$ cat src/rtl/kbd_pkg.sv
// Shared PS/2 keyboard constants: arrow bit masks, scancodes, receiver state type.
// Masks are shared with car control; KBD_WASD_EN makes the SC_W/A/S/D codes active in the decoder.
package kbd_pkg;

   localparam logic [3:0] ARROW_UP    = 4'b0001;
   localparam logic [3:0] ARROW_DOWN  = 4'b0010;
   localparam logic [3:0] ARROW_LEFT  = 4'b0100;
   localparam logic [3:0] ARROW_RIGHT = 4'b1000;

   localparam logic [7:0] SC_EXT     = 8'hE0;
   localparam logic [7:0] SC_BRK     = 8'hF0;
   localparam logic [7:0] SC_BAT_OK  = 8'hAA;
   localparam logic [7:0] SC_BAT_ERR = 8'hFC;
   localparam logic [7:0] SC_UP      = 8'h75;
   localparam logic [7:0] SC_DOWN    = 8'h72;
   localparam logic [7:0] SC_LEFT    = 8'h6B;
   localparam logic [7:0] SC_RIGHT   = 8'h74;
   localparam logic [7:0] SC_W       = 8'h1D;
   localparam logic [7:0] SC_S       = 8'h1B;
   localparam logic [7:0] SC_A       = 8'h1C;
   localparam logic [7:0] SC_D       = 8'h23;

   typedef enum logic [1:0] {
      RX_IDLE   = 2'd0,
      RX_DATA   = 2'd1,
      RX_PARITY = 2'd2,
      RX_STOP   = 2'd3
   } rx_state_e;

   // Opposite directions cancel so the motion controller never sees up+down or left+right.
   function automatic logic [3:0] cancel_opposites(input logic [3:0] held);
      logic [3:0] k;
      k[0] = held[0] & ~held[1];
      k[1] = held[1] & ~held[0];
      k[2] = held[2] & ~held[3];
      k[3] = held[3] & ~held[2];
      return k;
   endfunction

endpackage

$ cat src/rtl/kbd_arrow_decoder_ps2_rx.sv
// PS/2 frame receiver: synchroniser, glitch filter on ps2_clk, falling-edge detect,
// frame FSM with odd-parity/stop check and a mid-frame inactivity timeout.
//
// state     | meaning
// ----------+---------------------------------------------------------
// RX_IDLE   | waiting for a start bit (data=0 on a filtered clock fall)
// RX_DATA   | shifting in 8 data bits, LSB first
// RX_PARITY | next fall carries the parity bit
// RX_STOP   | next fall carries the stop bit; byte is checked and emitted
module ps2_rx
   import kbd_pkg::*;
#(
   parameter int FILTER_LEN     = 8,
   parameter int TIMEOUT_CYCLES = 65000
) (
   input  logic       pclk,
   input  logic       rst,
   input  logic       ps2_clk,
   input  logic       ps2_data,
   output logic [7:0] rx_byte,
   output logic       rx_valid,
   output logic       rx_err
);

   localparam int FW = $clog2(FILTER_LEN + 1);
   localparam int TW = $clog2(TIMEOUT_CYCLES + 1);
   localparam logic [FW-1:0] FILT_LAST = FW'(FILTER_LEN - 1);
   localparam logic [TW-1:0] TO_LAST   = TW'(TIMEOUT_CYCLES);

   logic          clk_s1_q, clk_s1_d, clk_s2_q, clk_s2_d;
   logic          dat_s1_q, dat_s1_d, dat_s2_q, dat_s2_d;
   logic          filt_q, filt_d;
   logic [FW-1:0] fcnt_q, fcnt_d;
   rx_state_e     state_q, state_d;
   logic [2:0]    bitcnt_q, bitcnt_d;
   logic [7:0]    shift_q, shift_d;
   logic          par_q, par_d;
   logic [TW-1:0] tcnt_q, tcnt_d;
   logic [7:0]    rx_byte_q, rx_byte_d;
   logic          rx_valid_q, rx_valid_d;
   logic          rx_err_q, rx_err_d;
   logic          fall;
   logic          timeout;

   always_ff @(posedge pclk) begin
      if (rst) begin
         clk_s1_q   <= 1'b1;
         clk_s2_q   <= 1'b1;
         dat_s1_q   <= 1'b1;
         dat_s2_q   <= 1'b1;
         filt_q     <= 1'b1;
         fcnt_q     <= '0;
         state_q    <= RX_IDLE;
         bitcnt_q   <= '0;
         shift_q    <= '0;
         par_q      <= 1'b0;
         tcnt_q     <= '0;
         rx_byte_q  <= '0;
         rx_valid_q <= 1'b0;
         rx_err_q   <= 1'b0;
      end else begin
         clk_s1_q   <= clk_s1_d;
         clk_s2_q   <= clk_s2_d;
         dat_s1_q   <= dat_s1_d;
         dat_s2_q   <= dat_s2_d;
         filt_q     <= filt_d;
         fcnt_q     <= fcnt_d;
         state_q    <= state_d;
         bitcnt_q   <= bitcnt_d;
         shift_q    <= shift_d;
         par_q      <= par_d;
         tcnt_q     <= tcnt_d;
         rx_byte_q  <= rx_byte_d;
         rx_valid_q <= rx_valid_d;
         rx_err_q   <= rx_err_d;
      end
   end

   // Filter flips only on the FILTER_LEN-th consecutive sample of the new level.
   always_comb begin
      clk_s1_d = ps2_clk;
      clk_s2_d = clk_s1_q;
      dat_s1_d = ps2_data;
      dat_s2_d = dat_s1_q;
      filt_d   = filt_q;
      fcnt_d   = '0;
      if (clk_s2_q != filt_q) begin
         if (fcnt_q == FILT_LAST) begin
            filt_d = clk_s2_q;
         end else begin
            fcnt_d = fcnt_q + 1'b1;
         end
      end
   end

   assign fall    = filt_q & ~filt_d;
   assign timeout = (state_q != RX_IDLE) && (tcnt_q == TO_LAST);

   always_comb begin
      state_d = state_q;
      if (timeout) begin
         state_d = RX_IDLE;
      end else if (fall) begin
         case (state_q)
            RX_IDLE:   if (!dat_s2_q) state_d = RX_DATA;
            RX_DATA:   if (bitcnt_q == 3'd7) state_d = RX_PARITY;
            RX_PARITY: state_d = RX_STOP;
            RX_STOP:   state_d = RX_IDLE;
            default:   state_d = RX_IDLE;
         endcase
      end
   end

   always_comb begin
      bitcnt_d   = bitcnt_q;
      shift_d    = shift_q;
      par_d      = par_q;
      rx_byte_d  = rx_byte_q;
      rx_valid_d = 1'b0;
      rx_err_d   = 1'b0;
      tcnt_d     = (state_q == RX_IDLE || fall) ? '0 : tcnt_q + 1'b1;
      if (timeout) begin
         rx_err_d = 1'b1;
         tcnt_d   = '0;
      end else if (fall) begin
         case (state_q)
            RX_IDLE: bitcnt_d = '0;
            RX_DATA: begin
               shift_d  = {dat_s2_q, shift_q[7:1]};
               bitcnt_d = bitcnt_q + 1'b1;
            end
            RX_PARITY: par_d = dat_s2_q;
            RX_STOP: begin
               if ((^shift_q ^ par_q) && dat_s2_q) begin
                  rx_byte_d  = shift_q;
                  rx_valid_d = 1'b1;
               end else begin
                  rx_err_d = 1'b1;
               end
            end
            default: ;
         endcase
      end
   end

   assign rx_byte  = rx_byte_q;
   assign rx_valid = rx_valid_q;
   assign rx_err   = rx_err_q;

endmodule

$ cat src/rtl/kbd_arrow_decoder.sv
// PS/2 keyboard front end: make/break decode of the arrow keys into a cancelled-opposites key vector.
// Define KBD_WASD_EN to also map non-extended W/A/S/D onto the same held bits.
module kbd_arrow_decoder
   import kbd_pkg::*;
#(
   parameter int FILTER_LEN     = 8,
   parameter int TIMEOUT_CYCLES = 65000
) (
   input  logic       pclk,
   input  logic       rst,
   input  logic       ps2_clk,
   input  logic       ps2_data,
   output logic [3:0] key,
   output logic [7:0] rx_byte,
   output logic       rx_valid,
   output logic       rx_err
);

   logic       ext_q, ext_d;
   logic       brk_q, brk_d;
   logic [3:0] held_q, held_d;
   logic [3:0] key_q, key_d;
   logic [3:0] code_mask;

   ps2_rx #(
      .FILTER_LEN     (FILTER_LEN),
      .TIMEOUT_CYCLES (TIMEOUT_CYCLES)
   ) u_rx (
      .pclk     (pclk),
      .rst      (rst),
      .ps2_clk  (ps2_clk),
      .ps2_data (ps2_data),
      .rx_byte  (rx_byte),
      .rx_valid (rx_valid),
      .rx_err   (rx_err)
   );

   function automatic logic [3:0] scan_mask(input logic [7:0] code, input logic ext);
      logic [3:0] m;
      m = '0;
      if (ext) begin
         case (code)
            SC_UP:    m = ARROW_UP;
            SC_DOWN:  m = ARROW_DOWN;
            SC_LEFT:  m = ARROW_LEFT;
            SC_RIGHT: m = ARROW_RIGHT;
            default:  m = '0;
         endcase
      end
`ifdef KBD_WASD_EN
      else begin
         case (code)
            SC_W:    m = ARROW_UP;
            SC_S:    m = ARROW_DOWN;
            SC_A:    m = ARROW_LEFT;
            SC_D:    m = ARROW_RIGHT;
            default: m = '0;
         endcase
      end
`endif
      return m;
   endfunction

   always_ff @(posedge pclk) begin
      if (rst) begin
         ext_q  <= 1'b0;
         brk_q  <= 1'b0;
         held_q <= '0;
         key_q  <= '0;
      end else begin
         ext_q  <= ext_d;
         brk_q  <= brk_d;
         held_q <= held_d;
         key_q  <= key_d;
      end
   end

   assign code_mask = scan_mask(rx_byte, ext_q);

   // Prefix bytes only arm flags; any final code byte consumes both flags.
   always_comb begin
      ext_d  = ext_q;
      brk_d  = brk_q;
      held_d = held_q;
      if (rx_err) begin
         ext_d = 1'b0;
         brk_d = 1'b0;
      end else if (rx_valid) begin
         if (rx_byte == SC_EXT) begin
            ext_d = 1'b1;
         end else if (rx_byte == SC_BRK) begin
            brk_d = 1'b1;
         end else begin
            if (!ext_q && (rx_byte == SC_BAT_OK || rx_byte == SC_BAT_ERR)) begin
               held_d = '0;
            end else if (brk_q) begin
               held_d = held_q & ~code_mask;
            end else begin
               held_d = held_q | code_mask;
            end
            ext_d = 1'b0;
            brk_d = 1'b0;
         end
      end
      // Computed from held_d so key lands the cycle after the final rx_valid.
      key_d = cancel_opposites(held_d);
   end

   assign key = key_q;

endmodule

$ cat config.mk
export PLATFORM = sky130hd
export DESIGN_NAME = kbd_arrow_decoder
export DESIGN_NICKNAME = d
export VERILOG_FILES = /design/src/rtl/kbd_pkg.sv /design/src/rtl/kbd_arrow_decoder_ps2_rx.sv /design/src/rtl/kbd_arrow_decoder.sv
export SDC_FILE = /design/constraint.sdc
export NUM_CORES = 1
export LEC_CHECK = 0
export ABC_AREA = 1
export BUFFER_PORTS_ARGS = -buffer_cell sky130_fd_sc_hd__buf_4
export CAP_MARGIN = 25
export CORE_MARGIN = 3
export CORE_UTILIZATION = 30
export CTS_CLUSTER_DIAMETER = 150
export DETAILED_ROUTE_END_ITERATION = 7
export PLACE_DENSITY_LB_ADDON = 0.2
export SYNTH_ARGS = -nofsm -noshare
export SYNTH_HDL_FRONTEND = slang
export SYNTH_HIERARCHICAL = 1
export SYNTH_SLANG_ARGS = --single-unit
$ cat constraint.sdc
create_clock -name pclk -period 3.4 [get_ports pclk]
set_input_delay 0.34 -clock pclk [delete_from_list [all_inputs] [get_ports pclk]]
set_output_delay 0.34 -clock pclk [all_outputs]
set_load 0.02 [all_outputs]
Word-level counts from Yosys, hierarchy flattened
Cells that the tools add are included.
- register bits: 59
- logic and storage cells: 102
- output and inout port bits: 14
- equality and inequality tests: 18
- add/subtract/negate cells: 3
- multiplexer cells: 22
- reductions and logical operators: 22
- bitwise logic cells: 19
- operators by type and width (operator ; count):
    $eq 8x7->1 const B ; 4
    $eq 8x8->1 const B ; 4
    $mux 4 ; 7
    $add 16x1->16 const B ; 1
    $eq 16x16->1 const B ; 1
    $pmux 4 s4 ; 1
    $reduce_and 3->1 ; 4
    $mux 1 ; 10
    $not 1->1 ; 10
    $pmux 2 s4 ; 1
    $reduce_xor 8->1 ; 1
    $pmux 3 s2 ; 1
    $reduce_or 3->1 ; 2
    $and 1x1->1 ; 5
    $add 4x1->4 const B ; 1
    $and 4x4->4 ; 1
    $eq 2x2->1 const B ; 2
    $eq 4x3->1 const B ; 1
    $mux 2 ; 2
    $ne 2x2->1 const B ; 2
    $not 4->4 ; 1
    $or 4x4->4 ; 1
    $reduce_and 2->1 ; 2
    $reduce_and 4->1 ; 1
    13 further kinds ; 18

Depth between registers and ports, before layout
- word-level depth: 13
- gate-level depth with buffers: 12
- mapped depth without buffers: 12

Hierarchy
Netlist, hierarchy kept.
- by module, submodules not included (module ; times used ; area an instance (µm²) ; cells each ; seq. area each (µm²)):
    ps2_rx ; 1 ; 2362.3 ; 312 ; 980.9
    kbd_arrow_decoder ; 1 ; 645.6 ; 107 ; 200.2

Least setup slack after synthesis
Ideal clock, no wire load.
- kind: register -> register
- start: reg u_rx.state_q[0]
- end: reg u_rx.bitcnt_q[0]
- arrival time: 1.470 ns
- path slack: 1.811 ns
- period minus slack after synthesis: 1.589 ns
- setup time: 0.119 ns
- stages on the path, launching flop included: 12
- cells stage by stage: dfxtp_1 -> inv_1 -> ha_1 -> inv_2 -> nand4_1 -> nor2_2 -> nand2_2 -> nand2_4 -> nor2_4 -> buf_6 -> o21ai_1 -> a21oi_1
- longest elaborated chain between the ends: 4
- elaborated cells between the ends (all ways): 8
- classes of those cells: 1 x eq/ne; 1 x mux; 1 x bitwise; 5 x reduce/logical
- RTL lines (what ; RTL line ; RTL):
    from (decl) ; kbd_arrow_decoder_ps2_rx.sv:34 ; rx_state_e state_q, state_d;
    from (signal assigned) ; kbd_arrow_decoder_ps2_rx.sv:68 ; state_q <= state_d;
    branches (longest 4 deep; another with $reduce_and 3->1) ; - ;
    to (signal assigned) ; kbd_arrow_decoder_ps2_rx.sv:69 ; bitcnt_q <= bitcnt_d;
    to (decl) ; kbd_arrow_decoder_ps2_rx.sv:35 ; logic [2:0] bitcnt_q, bitcnt_d;
Parallel ways; which one is timed is not known.
A chain may end at the register's enable or synchronous reset.

Final worst setup path
- start: reg u_rx.state_q[0]
- end: reg u_rx.tcnt_q[9]
- longest elaborated chain between the ends: 3
- elaborated cells between the ends (all ways): 5
- classes of those cells: 5 x reduce/logical
- RTL lines (what ; RTL line ; RTL):
    $logic_not 2->1 / $reduce_bool 2->1 (equally long branches) ; kbd_arrow_decoder_ps2_rx.sv:121, kbd_arrow_decoder_ps2_rx.sv:97 ;
    $logic_or 1x1->1 / $logic_and 1x1->1 (equally long branches) ; kbd_arrow_decoder_ps2_rx.sv:121, kbd_arrow_decoder_ps2_rx.sv:97 ;
    $reduce_or 3->1 (no source line) (*) ; - ;
    to (signal assigned) ; kbd_arrow_decoder_ps2_rx.sv:72 ; tcnt_q <= tcnt_d;
    to (decl) ; kbd_arrow_decoder_ps2_rx.sv:38 ; logic [TW-1:0] tcnt_q, tcnt_d;
Mark *: on every way between the ends. The rest lies on a longest branch, timed or not.

==> out/metrics.csv <==
stage,metric,value,unit
run_status,status,completed,
worst_setup_path,critPathCaptureType,flip-flop,
route,wl_per_cell,10.1,um
global_routing,grtUsageMet1,0.151,
final_layout,layout-drive-gt1-share,0.169,
sta,slew_viol_final,0,
worst_setup_path,critPathLaunchType,flip-flop,
global_routing,busiest_layer,met2,
logic_synthesis,ys_top_cells_by_count,"nand2_1 (100), nor2_1 (63), dfxtp_1 (59)",
clocking,cts_root_buf,clkbuf_8,
sta,timing.setup.tns,0,ps
route,ant_nets,0,
floorplanning,die_area,11300,sq um
route,vias,2518,
clocking,cts_buffers,9,
global_routing,antenna_found_initial,0,
final_layout,syn2layout_area_growth,14.5,%
hold_path,hp-class,primary input to flip-flop,
global_routing,met2_usage,0.171,
global_routing,grt_max_degree,20,
logic_synthesis,syn_area_per_cell,7.18,sq um
route,first_iter_violations,76,
global_routing,gr-total-overflow,0,
sta,fin_skew,7.29,ps
clocking,tritoncts,built,
sta,tightest_slew,516,ps
power_and_ir_drop,switchingPower,0.271,mW
power_and_ir_drop,intPower,1.05,mW
logic_synthesis,synth_area_leaders,"dfxtp_1 (39%), nand2_1 (12%), nor2_1 (7.9%), inv_1 (6.4%), ha_1 (3.7%)",
placed_design,io_buffer_count,17,
logic_synthesis,yosys.cell_types.count,39,
power_and_ir_drop,power.share.clock,0.459,
sta,hold_violations,0,
worst_setup_path,worst_ep_arrival_time,2100,ps
worst_setup_path,critical_path_class,flip-flop to flip-flop,
clocking,path_clk_slew,70,ps
logic_synthesis,ys_ff_latch,59,
clocking,htreeDepth,3,
floorplanning,io_pins,18,
clocking,postCtsResizedCells,0,
logic_synthesis,yosysWarnings,6,
worst_setup_path,slowest_stage,dfxtp_1,
global_routing,grt_pass1_vias,2301,
floorplanning,rows,35,
power_and_ir_drop,p_leak,1.51,nW
sta,min_period,1830,ps
final_layout,finish.utilization,0.362,
worst_setup_path,cp_top_family,compound AO/OA/AOI/OAI gates,
final_layout,final_cells,574,
route,routed_wl,5810,um
worst_setup_path,path_buf_inv,2,
logic_synthesis,synthArstFlopShare,0,
clocking,clock_latency,330,ps
logic_synthesis,seq_area_frac_synth,0.393,
global_routing,use_met3,0.0364,
sta,setup_viol,0,
final_layout,fin_nets,455,
sta,fmax,548,MHz
clocking,clock-sinks,59,
floorplanning,initial_core_util,0.317,
worst_setup_path,path_max_fanout,16,
power_and_ir_drop,power_density,383,nW/um^2
sta,finalCritPeriodShare,0.537,
clocking,hold_buffers,0,
logic_synthesis,yosysTopAreaCell,dfxtp_1,
placed_design,gp_congestion,0.733,
clocking,clk_path_buf_depth,2,
power_and_ir_drop,power,1.32,mW
power_and_ir_drop,power_frac_seq,0.528,
global_routing,grt_first_pass_wirelength,10400,um
route,avgViaCountPerCell,4.39,
worst_setup_path,required,3670,ps
sta,rsz0062_at_grt,no,
clocking,cts_setup_buffers,0,
placed_design,place_inst,560,
global_routing,grt_usage,0.114,
worst_setup_path,critPathMaxStageDelay,330,ps
worst_setup_path,worstPathCellList,"inv_1, ha_1, inv_2, nand4_1, nor2_2, a21oi_2, nand3_2, a21oi_1, o21a_1",
route,firstDrtPassIters,4,
logic_synthesis,mappedNetlistArea,3010,sq um
logic_synthesis,synth_enable_flop_cells,0,
floorplanning,die_w,106,um
final_layout,fin_area,3440,sq um
floorplanning,coreArea,9500,sq um
logic_synthesis,synth-main-ff-cell,dfxtp_1,
power_and_ir_drop,peakVddDrop,0.254,mV
final_layout,n_antenna_cell,0,
route,post-route-drc-count,0,
sta,slew_headroom,0.656,
logic_synthesis,yosysMostFrequentCell,nand2_1,
power_and_ir_drop,switching_share,0.205,
power_and_ir_drop,combPwrFrac,0.013,
logic_synthesis,syn_nets,432,
logic_synthesis,netlist.area_leader.share,0.393,
placed_design,place_area,3260,sq um
floorplanning,die_y,106,um
placed_design,dpl.hpwl,4380,um
run,cap_violations,0,
logic_synthesis,syn_inst,419,
-- cells by family after synthesis --
family | count (synthesis) | synth area share
adders and majority gates | 9 | 0.0374
xor gates and xnor gates | 5 | 0.0146
AOI/OAI and AO/OA | 44 | 0.0815
buffers and inverters | 68 | 0.0915
DFF | 59 | 0.393
and+or+nand+nor | 234 | 0.382
-- sequential cells by signal (all words and copies together), names as in the netlist --
| signal | count |
|---|---|
| u_rx/filt_q | 1 |
| u_rx/rx_err | 1 |
| u_rx/fcnt_q | 4 |
| u_rx/rx_byte | 8 |
| u_rx/dat_s2_q | 1 |
| u_rx/clk_s2_q | 1 |
| brk_q | 1 |
| u_rx/bitcnt_q | 3 |
| u_rx/shift_q | 8 |
| key | 4 |
| held_q | 4 |
| u_rx/par_q | 1 |
| u_rx/rx_valid | 1 |
| u_rx/state_q | 2 |
| u_rx/tcnt_q | 16 |
| u_rx/clk_s1_q | 1 |
| u_rx/dat_s1_q | 1 |
| ext_q | 1 |
-- power by group through the flow --
stage	combinational (mW)	sequential [mW]	clock, mW
detailed placement	0.0181	0.712	0
finish	0.0177	0.696	0.605
CTS	0.0182	0.696	0.627
global placement	0.0182	0.712	0
floorplan	0.0131	0.710	0
global route	0.0205	0.696	0.656
-- cells in the final DEF (no fill, tap or decap), drive strengths merged --
cell	count
a211oi	1
a21boi	1
a21oi	23
buf	17
bufinv	1
clkbuf	11
clkinv	4
dfxtp	59
ha	9
inv	61
nand2	107
nand3	22
nand3b	1
nand4	14
nor2	75
nor3	5
nor3b	5
o211ai	2
o21a	2
o21ai	14
o31ai	1
or2	5
xnor2	2
xor2	3
-- final cells by class --
cell class                 instances  area, sq um
tap                              129          161
sequential                        59         1180
multi-input combinational        292         1550
timing repair buffer              17          128
fill                            1037         6060
clock inverter                     3         40.0
clock buffer                      11          141
inverter                          63          241
-- path summary, 6_finish.rpt --
kind	from	to	slack, ps	depth (start not counted)
min	ps2_clk	u_rx/clk_s1_q	190	2
max	u_rx/state_q[0]	u_rx/tcnt_q[9]	1570	9
min reg2reg	u_rx/dat_s1_q	u_rx/dat_s2_q	410	1
max reg2reg	u_rx/state_q[0]	u_rx/tcnt_q[9]	1570	9
-- stage by stage --
| stage | hold slack, ps | setup slack [ps] |
|---|---|---|
| after floorplan | 389 | 1810 |
| after global placement | 394 | 1660 |
| after global routing | 167 | 1350 |
| after CTS | 169 | 1560 |
| after detailed placement | 392 | 1600 |
| final | 193 | 1570 |
-- worst register-to-register path: cells and delay by family, from the launching register on --
kind | cells | cell delay, ps
simple gates | 3 | 460
compound gates | 3 | 550
fa+ha+maj | 1 | 260
flops | 1 | 330
buf+inv | 2 | 170
-- routing by layer --
metal  up-vias  wire length, um  part of all wire
met5         -                0                 0
met4         0               75             0.013
met3         6              217             0.037
met2        36             2480              0.43
met1      1110             3040              0.52
li1       1366                -                 -
No activity file was read; power rests on OpenSTA's default activity.
